File: src/rtl/uart_rx_ctrl.sv
// UART receive sequencer: free-running 16x tick, 2-flop rx synchroniser, start/data[/parity]/stop FSM, one-entry valid/ready holding register.
// rx_valid/rx_done rise 1 clk after the stop-sample tick; a full, unread holding register drops the new byte and sets overrun. Optional parity: UART_RX_PARITY_EN.
module uart_rx_ctrl #(
  parameter int DBITS      = 8,
  parameter int CLK_DIV    = 27,
  parameter int PARITY_ODD = 0
) (
  input  logic             clk,
  input  logic             rst,
  input  logic             rx,
  input  logic             rx_ready,
  output logic [DBITS-1:0] rx_dout,
  output logic             rx_valid,
  output logic             rx_done,
  output logic             frame_err,
  output logic             overrun,
  output logic             parity_err
);

  localparam int              CW        = (CLK_DIV > 1) ? $clog2(CLK_DIV) : 1;
  localparam logic [CW-1:0]   TICK_LAST = CW'(CLK_DIV - 1);
  localparam logic [3:0]      DLAST     = 4'(DBITS - 1);

  if (DBITS < 5 || DBITS > 8 || CLK_DIV < 2 || PARITY_ODD < 0 || PARITY_ODD > 1) begin : g_param_chk
    $error("uart_rx_ctrl: illegal parameter value");
  end

  typedef enum logic [2:0] {
    S_IDLE,
    S_START,
    S_DATA,
`ifdef UART_RX_PARITY_EN
    S_PARITY,
`endif
    S_STOP
  } state_t;

  state_t           state;
  logic [CW-1:0]    tick_cnt;
  logic             tick;
  logic             rx_meta;
  logic             rx_s;
  logic [3:0]       os_cnt;
  logic [3:0]       data_cnt;
  logic [DBITS-1:0] shift;
  logic             stop_sample;
  logic             frame_ok;
  logic             hs;
  logic             par_bad;

  assign tick = (tick_cnt == TICK_LAST);

  always_ff @(posedge clk) begin
    if (rst)       tick_cnt <= '0;
    else if (tick) tick_cnt <= '0;
    else           tick_cnt <= tick_cnt + 1'b1;
  end

  // Sync flops reset to the idle level so reset never looks like a start bit.
  always_ff @(posedge clk) begin
    if (rst) begin
      rx_meta <= 1'b1;
      rx_s    <= 1'b1;
    end else begin
      rx_meta <= rx;
      rx_s    <= rx_meta;
    end
  end

`ifdef UART_RX_PARITY_EN
  logic par_bit;
`endif

  always_ff @(posedge clk) begin
    if (rst) begin
      state    <= S_IDLE;
      os_cnt   <= '0;
      data_cnt <= '0;
      shift    <= '0;
`ifdef UART_RX_PARITY_EN
      par_bit  <= 1'b0;
`endif
    end else if (tick) begin
      case (state)
        S_IDLE: begin
          if (!rx_s) begin
            state  <= S_START;
            os_cnt <= '0;
          end
        end
        S_START: begin
          if (os_cnt == 4'd7) begin
            if (!rx_s) begin
              state    <= S_DATA;
              os_cnt   <= '0;
              data_cnt <= '0;
            end else begin
              state <= S_IDLE;
            end
          end else begin
            os_cnt <= os_cnt + 4'd1;
          end
        end
        S_DATA: begin
          if (os_cnt == 4'd15) begin
            shift  <= {rx_s, shift[DBITS-1:1]};
            os_cnt <= '0;
            if (data_cnt == DLAST) begin
`ifdef UART_RX_PARITY_EN
              state <= S_PARITY;
`else
              state <= S_STOP;
`endif
            end else begin
              data_cnt <= data_cnt + 4'd1;
            end
          end else begin
            os_cnt <= os_cnt + 4'd1;
          end
        end
`ifdef UART_RX_PARITY_EN
        S_PARITY: begin
          if (os_cnt == 4'd15) begin
            par_bit <= rx_s;
            os_cnt  <= '0;
            state   <= S_STOP;
          end else begin
            os_cnt <= os_cnt + 4'd1;
          end
        end
`endif
        S_STOP: begin
          if (os_cnt == 4'd15) begin
            state  <= S_IDLE;
            os_cnt <= '0;
          end else begin
            os_cnt <= os_cnt + 4'd1;
          end
        end
        default: state <= S_IDLE;
      endcase
    end
  end

  assign stop_sample = tick && (state == S_STOP) && (os_cnt == 4'd15);
  assign frame_ok    = stop_sample && rx_s;
  assign hs          = rx_valid && rx_ready;

`ifdef UART_RX_PARITY_EN
  assign par_bad = (^shift) ^ PARITY_ODD[0] ^ par_bit;
`else
  assign par_bad = 1'b0;
`endif

  // A frame landing in the same cycle the consumer drains the register is still accepted.
  always_ff @(posedge clk) begin
    if (rst) begin
      rx_dout    <= '0;
      rx_valid   <= 1'b0;
      rx_done    <= 1'b0;
      frame_err  <= 1'b0;
      overrun    <= 1'b0;
      parity_err <= 1'b0;
    end else begin
      rx_done    <= 1'b0;
      frame_err  <= 1'b0;
      parity_err <= 1'b0;
      if (stop_sample && !rx_s) frame_err <= 1'b1;
      if (frame_ok && (!rx_valid || rx_ready)) begin
        rx_dout    <= shift;
        rx_valid   <= 1'b1;
        rx_done    <= 1'b1;
        parity_err <= par_bad;
      end else if (hs) begin
        rx_valid <= 1'b0;
      end
      if (frame_ok && rx_valid && !rx_ready) overrun <= 1'b1;
      else if (hs)                           overrun <= 1'b0;
    end
  end

endmodule
File: config.mk
export PLATFORM = sky130hd
export DESIGN_NAME = uart_rx_ctrl
export DESIGN_NICKNAME = d
export VERILOG_FILES = /design/src/rtl/uart_rx_ctrl.sv
export SDC_FILE = /design/constraint.sdc
export NUM_CORES = 1
export LEC_CHECK = 0
export CAP_MARGIN = 20
export CORE_MARGIN = 3
export CORE_UTILIZATION = 29
export CTS_BUF_LIST = sky130_fd_sc_hd__clkbuf_16
export CTS_CLUSTER_SIZE = 25
export DETAILED_ROUTE_END_ITERATION = 6
export PLACE_DENSITY_LB_ADDON = 0.2
export SLEW_MARGIN = 20
export SYNTH_ARGS = -nofsm -noshare
export SYNTH_HDL_FRONTEND = slang
export SYNTH_SLANG_ARGS = --single-unit
File: constraint.sdc
create_clock -name clk -period 4.5 [get_ports clk]
set_input_delay 0.9 -clock clk [delete_from_list [all_inputs] [get_ports clk]]
set_output_delay 0.9 -clock clk [all_outputs]
set_load 0.05 [all_outputs]
==> flow_summary.json <==
{
  "status": "completed",
  "synthCells": 183,
  "r2r_start": "tick_cnt[0]",
  "grt_pass1_vias": 1176,
  "critPathLaunchType": "input pin",
  "dp_hpwl_um": 2220,
  "skew_ns": 0.00450,
  "p_per_area_mw_per_mm2": 346,
  "row_count": 27,
  "synth_nets": 191,
  "worstHoldStart": "rx_meta",
  "synth_area_mm2": 0.00167,
  "vias": 1242,
  "finalInstanceArea_mm2": 0.00199,
  "async_flop_share_pct": 0,
  "synth-edff-count": 0,
  "area_growth_pct": 19.0,
  "insertedDiodeCount": 0,
  "root_buffer": "clkbuf_16",
  "finalCritPeriodShare_pct": 54.2,
  "rr_worst_depth": 6,
  "hold_violations": 0,
  "cts_buffers": 5,
  "nets": 202,
  "pre_cts_slack_ns": 1.78,
  "clk_latency_ns": 0.27,
  "track_usage_pct": 10.2,
  "drive_gt1_share_pct": 9.74,
  "ctsLongestPathBuffers": 2,
  "grt_setup_unrepaired": "false",
  "holdBufCountCts": 0,
  "critical_path_required_ns": 4.66,
  "drtIter0Drc": 40,
  "setup_viol": 0,
  "synth_seq_cells": 37,
  "nFillCells": 585,
  "yosysWarnings": 0,
  "p_leak_nw": 0.707,
  "routed_wl_um": 3190,
  "io_pins": 17,
  "finalPower_mw": 0.688,
  "clock-sinks": 37,
  "gp_congestion": 0.743,
  "dpl_cell_area_mm2": 0.00184,
  "cts_resized": 0,
  "holdPathStages": 1,
  "worst_ep_arrival_time_ns": 2.60,
  "register_area_um2": 741,
  "hp-class": "flip-flop to flip-flop",
  "start_util_pct": 30.1,
  "clkTransAtPathRegs_ns": 0.05,
  "slew_violations": 0,
  "firstDrtPassIters": 4,
  "slew_headroom_pct": 48.3,
  "grt_max_degree": 21,
  "postCtsSetupBuffers": 0,
  "avgSynthCellArea_um2": 9.13,
  "synth_cell_types": 43,
  "io_buffers": 15,
  "htreeDepth": 2,
  "r2r_end": "rx_dout[5]",
  "synth-seq-area-share_pct": 44.3,
  "chipWidth_um": 81.9,
  "routedWlPerCell_um": 12.0,
  "drv_cap": 0,
  "die_h_um": 81.9,
  "regToRegSetupSlack_ns": 2.59,
  "fin_util_pct": 35.9,
  "whs_endpoint": "rx_s",
  "crit_path_max_fanout": 20,
  "end_kind": "flip-flop",
  "routed_via_density": 4.65,
  "critPathKind": "input pin to flip-flop",
  "drc_errors": 0,
  "post-route-min-period_ns": 2.44,
  "fin_tns_setup_ns": 0,
  "synthFlopType": "dfxtp_1",
  "fin_ws_ns": 2.06,
  "ant_nets": 0,
  "peakVddDrop_v": 0.000139,
  "antenna_found_initial": 0,
  "cts_tree": "yes",
  "dieArea_mm2": 0.00671,
  "overflow": 0,
  "multiInputGateArea_um2": 841,
  "grt_first_pass_wirelength_um": 5380,
  "tightest_slew_ns": 0.774,
  "fmax_mhz": 410,
  "core_area_mm2": 0.00554
}
-- metrics by stage --
step,hold slack [ns],cells
global placement,0.394,259
finish,0.408,267
detailed placement,0.398,259
CTS,0.411,267
global route,0.423,267
floorplan,0.389,183
-- final cells by class --
cell class	count	area share, %
multi-input cells	130	42.3
inverters	4	0.756
well taps	72	4.53
clock buffers	5	6.30
flip-flops and latches	37	37.3
repair buffers	16	7.93
clock inverters	3	0.882
-- synthesized netlist by cell type, types with 3 or more instances --
cell type,count,area [um2]
inv_1,4,15.0
mux2i_1,10,100
a21oi_1,11,55.1
nand2b_1,3,18.8
nand2_1,9,33.8
ha_1,4,50.1
nor3_1,6,30.0
a22oi_1,3,22.5
nand3_1,13,65.1
clkbuf_1,4,15.0
o21ai_0,16,80.1
nor2b_1,5,31.3
dfxtp_1,37,741
buf_4,4,30.0
nor2_1,20,75.1
-- critical path, cell delays in order --
cell and delay [ns]:
clkdlybuf4s50_1 0.97, buf_4 0.36, a2111oi_0 0.08, mux2_2 0.28
-- cells by family (layout without fill, tap and decap cells) --
| group | count (synthesis) | after routing | synth area share (%) |
|---|---|---|---|
| other | 1 | 1 | 0.225 |
| buffers and inverters | 16 | 28 | 5.32 |
| and+or+nand+nor | 73 | 73 | 24.6 |
| AOI/OAI and AO/OA | 37 | 37 | 13.6 |
| DFF | 37 | 37 | 44.3 |
| muxes | 12 | 12 | 7.34 |
| xor gates and xnor gates | 3 | 3 | 1.57 |
| adders and majority gates | 4 | 4 | 3.00 |
-- metal layers --
| layer | wire length, um | vias to the layer above | GRT usage (%) |
|---|---|---|---|
| met3 | 111 | 2 | 3.07 |
| met1 | 1710 | 563 | 13.7 |
| met2 | 1350 | 16 | 15.6 |
| met4 | 16 | 0 | 3.49 |
| li1 | - | 661 | - |
| met5 | 0 | - | 0 |
-- power breakdown --
part           internal [mW]  switching, mW  leakage (nW)  total (mW)
Sequential             0.331        0.00319         0.299       0.334
Combinational        0.00748         0.0116         0.339      0.0191
Clock                  0.203          0.132        0.0696       0.335
-- registers in the layout, summed over array words and instances, names as in the netlist --
signal and cells:
state 2, overrun 1, frame_err 1, rx_dout 8
data_cnt 4, shift 8, os_cnt 4, rx_done 1
rx_valid 1, rx_meta 1, rx_s 1, tick_cnt 5
-- layout by cell type, fill, tap and decap left out, drive strengths merged, types with 4 or more instances in the layout --
cell type      count
nor2              20
o21ai             16
nor2b              5
ha                 4
nand3             13
clkdlybuf4s50     15
dfxtp             37
clkbuf             5
inv                4
nor3               6
mux2i             10
nand2              9
a21oi             12
-- worst max-delay path by stage --
stage,start,to,slack (ns),cells past startpoint
2_1_floorplan,rst,data_cnt[1],2.67,4
3_3_place_gp,rst,state[0],1.79,4
3_5_place_dp,rst,state[0],1.78,4
4_1_cts,rst,state[0],2.07,4
5_1_grt,rst,data_cnt[1],1.95,4
6_report,rst,state[0],2.06,4
(Power assumes the default switching activity.)
